<file path="src/rtl/sha_2_msg_packer.sv">
// Front end of the SHA-2 engine: forwards the per-message command as a config word,
// then packs 32-bit message words MSB-first into 512-bit blocks, zero-filling past the end.
module sha_2_msg_packer #(
    parameter int IN_W  = 32,
    parameter int BLK_W = 512
) (
    input  logic              clk,
    input  logic              nrst,
    input  logic [63:0]       cmd_size,
    input  logic [1:0]        cmd_scheme,
    input  logic              cmd_valid,
    output logic              cmd_ready,
    input  logic [IN_W-1:0]   in_data,
    input  logic              in_last,
    input  logic              in_valid,
    output logic              in_ready,
    output logic [63:0]       cfg_size,
    output logic [1:0]        cfg_scheme,
    output logic              cfg_valid,
    input  logic              cfg_ready,
    output logic [BLK_W-1:0]  data_out,
    output logic              data_out_valid,
    input  logic              data_out_ready,
    output logic              err_last,
    output logic              err_size,
    output logic              busy
);
    localparam int NUM_LANES = BLK_W / IN_W;

    typedef enum logic [1:0] {IDLE, CFG, PACK, SEND} state_t;

    state_t state, state_nxt;

    logic [63:0]                          size_q;
    logic [1:0]                           scheme_q;
    logic [58:0]                          words_total;
    logic [58:0]                          word_cnt;
    logic [3:0]                           slot;
    logic [NUM_LANES-1:0][IN_W-1:0]       blk;
    logic                                 err_last_q, err_size_q;

    logic            cmd_hs, in_hs, cfg_hs, out_hs;
    logic            is_final;
    logic [4:0]      rem;
    logic [IN_W-1:0] word_mask;

    assign rem      = size_q[4:0];
    assign is_final = (word_cnt == words_total - 59'd1);
    // Only the final word of a message with a partial tail is trimmed to its upper rem bits.
    assign word_mask = (is_final && rem != 5'd0) ? ~({IN_W{1'b1}} >> rem) : {IN_W{1'b1}};

    assign cmd_hs = cmd_valid & cmd_ready;
    assign in_hs  = in_valid & in_ready;
    assign cfg_hs = cfg_valid & cfg_ready;
    assign out_hs = data_out_valid & data_out_ready;

    always_ff @(posedge clk or negedge nrst) begin
        if (!nrst) state <= IDLE;
        else       state <= state_nxt;
    end

    // Handshake outputs decode straight from the state register, never from the valids.
    always_comb begin
        state_nxt      = state;
        cmd_ready      = 1'b0;
        cfg_valid      = 1'b0;
        in_ready       = 1'b0;
        data_out_valid = 1'b0;
        busy           = 1'b1;
        case (state)
            IDLE: begin
                cmd_ready = 1'b1;
                busy      = 1'b0;
                if (cmd_valid && cmd_size != 64'd0) state_nxt = CFG;
            end
            CFG: begin
                cfg_valid = 1'b1;
                if (cfg_ready) state_nxt = PACK;
            end
            PACK: begin
                in_ready = 1'b1;
                if (in_valid && (is_final || slot == 4'(NUM_LANES-1))) state_nxt = SEND;
            end
            SEND: begin
                data_out_valid = 1'b1;
                if (data_out_ready) state_nxt = (word_cnt == words_total) ? IDLE : PACK;
            end
            default: state_nxt = IDLE;
        endcase
    end

    always_ff @(posedge clk or negedge nrst) begin
        if (!nrst) begin
            size_q      <= '0;
            scheme_q    <= '0;
            words_total <= '0;
            word_cnt    <= '0;
            slot        <= '0;
            blk         <= '0;
            err_last_q  <= 1'b0;
            err_size_q  <= 1'b0;
        end else begin
            if (cmd_hs) begin
                if (cmd_size == 64'd0) begin
                    err_size_q <= 1'b1;
                end else begin
                    size_q      <= cmd_size;
                    scheme_q    <= cmd_scheme;
                    words_total <= cmd_size[63:5] + 59'(|cmd_size[4:0]);
                    word_cnt    <= '0;
                    slot        <= '0;
                    blk         <= '0;
                end
            end
            if (in_hs) begin
                // Slot 0 lands in the top lane so the first message bit is data_out[511].
                blk[4'(NUM_LANES-1) - slot] <= in_data & word_mask;
                word_cnt <= word_cnt + 59'd1;
                slot     <= slot + 4'd1;
                if (in_last != is_final) err_last_q <= 1'b1;
            end
            if (out_hs) begin
                blk  <= '0;
                slot <= '0;
            end
        end
    end

    assign cfg_size   = size_q;
    assign cfg_scheme = scheme_q;
    assign data_out   = blk;
    assign err_last   = err_last_q;
    assign err_size   = err_size_q;

endmodule

</file>
<file path="config.mk">
export PLATFORM = sky130hd
export DESIGN_NAME = sha_2_msg_packer
export DESIGN_NICKNAME = d
export VERILOG_FILES = /design/src/rtl/sha_2_msg_packer.sv
export SDC_FILE = /design/constraint.sdc
export NUM_CORES = 2
export LEC_CHECK = 0
export CORE_ASPECT_RATIO = 0.7
export CORE_MARGIN = 2
export CORE_UTILIZATION = 52
export DETAILED_ROUTE_END_ITERATION = 8
export DONT_BUFFER_PORTS = 1
export PLACE_DENSITY = 0.65
export SLEW_MARGIN = 20
export SYNTH_ARGS = -nofsm -noshare
export SYNTH_HDL_FRONTEND = slang
export SYNTH_SLANG_ARGS = --single-unit
</file>
<file path="constraint.sdc">
create_clock -name clk -period 5.1 [get_ports clk]
set_input_delay 0.51 -clock clk [delete_from_list [all_inputs] [get_ports clk]]
set_output_delay 0.51 -clock clk [all_outputs]
set_load 0.005 [all_outputs]
</file>
# Word-level counts from Yosys, hierarchy flattened
# Cells that the tools add are included.
[totals]
ff_bits = 704
latchBits = 0
mem_bits_rw = 0
mem_bits_ro = 0
out_inout_bits = 585
elab_cells = 95
n_memories = 0
[op_classes]
add_sub_neg = 5
multipliers = 0
div_mod_pow = 0
order_cmp = 2
eq_ne = 13
n_shift = 1
muxes = 26
n_bitwise = 6
n_reduce_logical = 18
[ops]
columns = ["cell", "count"]
rows = [
  ["512-bit two-way mux", 4],
  ["512-bit bitwise mux", 1],
  ["59-bit two-way mux", 3],
  ["32-bit demux with 4-bit select", 1],
  ["59-bit == test", 2],
  ["64-bit zero test", 1],
  ["32-bit two-way mux", 2],
  ["64-bit nonzero test", 1],
  ["59-bit by 1-bit adder with 59-bit output", 1],
  ["59-bit by 1-bit adder with 59-bit output (second input constant)", 1],
  ["59-bit by 1-bit subtractor with 59-bit output (second input constant)", 1],
  ["32-bit bitwise AND", 1],
  ["32-bit NOT", 1],
  ["32-bit by 5-bit right shift with 32-bit output (first input constant)", 1],
  ["4-bit two-way mux", 4],
  ["2-bit two-way mux", 5],
  ["2-bit inequality test (second input constant)", 5],
  ["2-bit AND reduction", 5],
  ["2-bit one-hot mux with 4 select lines", 1],
  ["4-bit by 5-bit < comparator with 1-bit output (second input constant)", 1],
  ["1-bit two-way mux", 5],
  ["5-bit nonzero test", 1],
  ["5-bit OR reduction", 1],
  ["4-bit by 1-bit adder with 4-bit output (second input constant)", 1],
  ["15 further kinds", 21],
]

# Longest topological paths before layout
[depth]
ltp_word = 8
mapped_depth = 15

# Worst setup path before layout
# No wires, ideal clock.
[synth_timing]
path_type = "register to register"
start = "register words_total[41]"
end = "register blk (netlist bit data_out[211])"
t_arrival_ns = 3.975
required_time_ns = 4.966
path_slack_ns = 0.992
path_stages_with_launch = 16
n_path_buf = 5
path_cell_list = "dfrtp_1 buf_6 or4_4 or4_4 or3_1 clkbuf_1 or4_1 o41ai_2 o22ai_2 nor4_2 nand3_2 buf_6 buf_6 a311oi_4 buf_6 o31ai_1"
[synth_between]
elab_chain_cells = 8
[synth_rtl]
columns = ["item", "line_no", "source"]
rows = [
  ["start: declaration", "36", "logic [58:0] words_total;"],
  ["start signal: assignment", "109", "words_total <= cmd_size[63:5] + 59'(|cmd_size[4:0]);"],
  ["59-bit by 1-bit subtractor with 59-bit output", "48", "assign is_final = (word_cnt == words_total - 59'd1);"],
  ["59-bit == test", "48", ""],
  ["1-bit logical AND", "50", "assign word_mask = (is_final && rem != 5'd0) ? ~({IN_W{1'b1}} >> rem) : {IN_W{1'b1}};"],
  ["32-bit two-way mux", "50", ""],
  ["32-bit bitwise AND", "117", "blk[4'(NUM_LANES-1) - slot] <= in_data & word_mask;"],
  ["512-bit bitwise mux", "117", ""],
  ["512-bit two-way mux", "115", "if (in_hs) begin"],
  ["512-bit two-way mux", "122", "if (out_hs) begin"],
  ["end signal: indexed assignment", "117", ""],
  ["end: declaration", "39", "logic [NUM_LANES-1:0][IN_W-1:0] blk;"],
]
# No other way between the ends.
# A chain may end at the register's enable or synchronous reset.

# Worst setup path after layout
[layout_timing]
start = "register words_total[7]"
end = "register blk (netlist bit data_out[207])"
# Same word-level chain as after synthesis.

==> results by group <==
Outcome
  – Violated checks: hold timing, slew limit
  – Outcome: complete, but fails checks

Floorplanning
  – Floorplan core area: 61620 µm²
  – Floorplan die height: approximately 210 µm
  – Starting density of the core: 52.72%
  – Die boundary width: ~300 µm
  – FP Rows: 76
  – I/O pin count: 690
  – Area enclosed by the die boundary: between 60000 and 70000 µm²

Cells and area
  – End-of-flow core utilization: around three fifths
  – Post-route cell area: between 30000 and 40000 µm²
  – Layout overhead on the synthesized area: 12.06%
  – Share of final-layout standard cells stronger than drive strength 1: 8.686%
  – Filler instances: 5198
  – Leading cell types in the layout, fill and taps excluded: 713 x sky130_fd_sc_hd__nand2_1, 703 x sky130_fd_sc_hd__dfrtp_1, 403 x sky130_fd_sc_hd__nand3_1
  – # nets final: roughly 3.5k
  – Commonest non-fill, non-tap cell in the layout: sky130_fd_sc_hd__nand2_1

Setup path
  – Data arrival, critical path: 5.39 ns
  – Kind of start point of the critical path: flop
  – Crit-path cells: nor4_4, nand4_1, or4_1, nor4_1, xor2_1, a2111oi_0, and4b_1, nand3_1, or3_1, buf_4, a31o_2
  – Critical path class: flop to flop
  – Critical Path Fanout Max: 16
  – Buf+Inv Stages, Crit Path: 1
  – Cell family with the largest share of critical-path delay: simple AND/OR/NAND/NOR gates
  – Worst path max stage delay: 0.82 ns
  – Slowest cell on the critical path: sky130_fd_sc_hd__or4_1
  – Required time of the critical path: 5.61 ns
  – Type of element capturing the critical path: flop

Placed design
  – Instance area at placement: 33380 µm²
  – Worst-case setup slack after placement: 0.2522 ns
  – IO buf count: 0
  – Post-DP HPWL: between 90000 and 100000 µm
  – Placer Congestion: 0.9565

Logic synthesis
  – Most common flop cell mapped by yosys: sky130_fd_sc_hd__dfrtp_1
  – Count of cell types in the netlist: 79
  – Count of warnings emitted by yosys: 0
  – Sequential cell area fraction in the yosys report: 54.23%
  – Fraction of registers with async set/reset: 100.0%
  – Average footprint of a synthesized cell: 9.399 µm²
  – Syn Inst Count: 3456
  – Total of flip-flops plus latches after synthesis: 704
  – Net count of the mapped netlist: 3569
  – Number of enable flip-flop cells after synthesis: 0
  – Combined area of all synthesized cells: ~32000 µm²

Clocking
  – TritonCTS clock tree: yes
  – CTS clk-pin slew, worst paths: 0.07 ns
  – Clock network latency to the later pin of the worst-skew pair: 0.64 ns
  – H-tree depth reported by CTS: 3
  – Clock tree buffer depth: 3
  – Buffer count from post-CTS setup fixing: 0
  – Cell at the root of the clock tree: sky130_fd_sc_hd__clkbuf_16
  – Total clock sinks: 704
  – TritonCTS Buffers: 70
  – Hold_buf cts: 66

Detailed routing
  – Routed vias/inst: about 6.7
  – Drt first-iter violations: roughly 3.9k
  – Post-detailed-route DRC marker count: 0
  – Post-route antenna net violation count: 0
  – First-pass detailed-route iteration total: 9
  – Wire length per cell after detailed routing: 30.44 µm
  – Total number of vias: 28.55k
  – Post-detailed-routing wire length: 130200 µm

Global route
  – Maximum number of pins on one net before global-route repair: 705
  – Global-route total usage across every layer: 39.38%
  – Congestion Overflow GR: 0
  – Number of global-route vias before repair: about 27k
  – Wire length of the first global-routing pass: 186800 µm
  – Antenna violations before repair: 7

STA
  – Final setup vio count: 0
  – Final worst-path setup slack: 0.2165 ns
  – Post-route clock period utilization: 95.76%
  – Maximum clock rate: ~0.20 GHz
  – Summed negative setup slack over all endpoints: 0 ns
  – Setup clock skew after layout: 0.03562 ns
  – Number of failing hold endpoints at the final stage: 184
  – Tightest hold margin: -0.4173 ns
  – Slew @ Worst Pin: 4.022 ns
  – Final Max Tran Viols: 557
  – Unrepaired setup endpoints after global routing: no
  – Worst-case headroom to the max-slew limit: -168.2%
  – Fin crit period: 4.884 ns

Power and ir drop
  – Leakage dissipation: 0.01592 µW
  – Power density normalized to cell area: 526.5 nW/µm²
  – Worst supply voltage drop on vdd: slightly below 0.3 mV

Flow run
  – Max_cap viols: 0

Min path
  – Hold Crit Class: input pin to asynchronous set/reset pin
-- synth_stat cells, types with 4 or more instances --
cell type	number	area, µm²
sky130_fd_sc_hd__nor2_1	133	499.2
sky130_fd_sc_hd__dfrtp_1	704	17620
sky130_fd_sc_hd__ha_1	8	100.1
sky130_fd_sc_hd__nand3b_1	4	30.03
sky130_fd_sc_hd__nand2b_1	7	43.79
sky130_fd_sc_hd__xnor2_1	74	648.1
sky130_fd_sc_hd__and2_1	7	43.79
sky130_fd_sc_hd__or3_1	21	131.4
sky130_fd_sc_hd__or2_2	6	37.54
sky130_fd_sc_hd__nor3_1	39	195.2
sky130_fd_sc_hd__nor2b_1	26	162.7
sky130_fd_sc_hd__a21o_1	6	45.04
sky130_fd_sc_hd__mux2_2	5	56.30
sky130_fd_sc_hd__buf_1	10	37.54
sky130_fd_sc_hd__buf_2	23	115.1
sky130_fd_sc_hd__o21a_1	4	30.03
sky130_fd_sc_hd__or4_1	16	120.1
sky130_fd_sc_hd__nand2_1	714	2680
sky130_fd_sc_hd__a21oi_1	36	180.2
sky130_fd_sc_hd__o31ai_1	273	2049
sky130_fd_sc_hd__mux2i_1	13	130.1
sky130_fd_sc_hd__a31oi_1	10	62.56
sky130_fd_sc_hd__a32o_1	24	240.2
sky130_fd_sc_hd__and3_1	37	231.5
sky130_fd_sc_hd__nor4_1	35	219.0
sky130_fd_sc_hd__buf_6	4	45.04
sky130_fd_sc_hd__xor2_1	70	613.1
sky130_fd_sc_hd__nand4_1	40	250.2
sky130_fd_sc_hd__inv_1	25	93.84
sky130_fd_sc_hd__and4_1	8	70.07
sky130_fd_sc_hd__o211ai_1	14	105.1
sky130_fd_sc_hd__a31o_2	8	70.07
sky130_fd_sc_hd__o21ai_0	267	1336
sky130_fd_sc_hd__o21ai_1	4	20.02
sky130_fd_sc_hd__nand3_1	414	2072
sky130_fd_sc_hd__a22o_1	32	280.3
sky130_fd_sc_hd__o41ai_1	4	35.03
sky130_fd_sc_hd__clkbuf_1	259	972.2
-- timing repair --
item                                   CTS  global route
setup endpoints to repair                0            48
endpoints found under the hold margin  784           704
resized for setup                        0             1
-- per-layer routing --
metal | wire [µm] | vias up | GRT usage (%) | part of all wire [%]
met3 | 16980 | 319 | 13.86 | 13
met1 | 51230 | 14320 | 53.18 | 39
met4 | 5227 | 2 | 15.24 | 4.0
met2 | 56750 | 1836 | 58.30 | 44
met5 | 13 | - | 0 | 0.010
li1 | - | 12070 | - | -
-- area by class of cell --
class                   count  area [µm²]  area share, %
diodes                      5       12.51        0.03437
clock buffers              99        2042          5.610
clock inverters            21       289.0         0.7940
inverters                  25       93.84         0.2578
multi-input cells        2429       13750          37.76
flip-flops and latches    704       17620          48.40
well taps                 819        1025          2.815
repair buffers            176        1574          4.324
-- kinds of logic (layout without fill, tap and decap cells) --
family	Yosys count	in the layout	share of synthesized area [%]
AND/OR/NAND/NOR	1541	1541	22.08
other	0	5	0
adder cells (fa/ha/maj)	8	8	0.3082
AO/OA/AOI/OAI	718	718	14.98
multiplexers	18	18	0.5739
XOR/XNOR	144	144	3.883
flip-flops	704	704	54.23
buffers and inverters	323	321	3.937
-- where the power goes --
group | total, µW | internal [µW] | switching (µW)
Sequential | 9080 | 7060 | 2030
Clock | 5330 | 3010 | 2320
Combinational | 4750 | 1630 | 3130
Total | 19200 | 11700 | 7470
-- per-stage QoR --
step                      hold slack [ns]  power [µW]  cells
after floorplan                    0.2144       11470   3456
after global placement             0.2294       13530   4087
after detailed placement           0.2280       13690   4087
after CTS                         -0.4396       19020   4273
after global routing              -0.4433       19980   4275
final                             -0.4173       19170   4278
-- path summary, 6_finish.rpt --
kind,endpoint,cells past startpoint,startpoint,slack (ns)
max,data_out[207],11,words_total[7],0.22
min,cfg_size[19],0,nrst,-0.42
max reg2reg,data_out[207],11,words_total[7],0.22
min in group clk,data_out[352],2,in_data[0],0.02
min reg2reg,data_out[213],2,data_out[213],0.51
max in group asynchronous,words_total[55],0,nrst,2.37
-- registers in the layout, indices dropped and copies added, names as in the netlist --
register / cells
cfg_scheme: 2
cfg_size: 64
data_out: 512
err_last: 1
err_size: 1
slot: 4
state: 2
word_cnt: 59
words_total: 59
(Power assumes the default switching activity.)
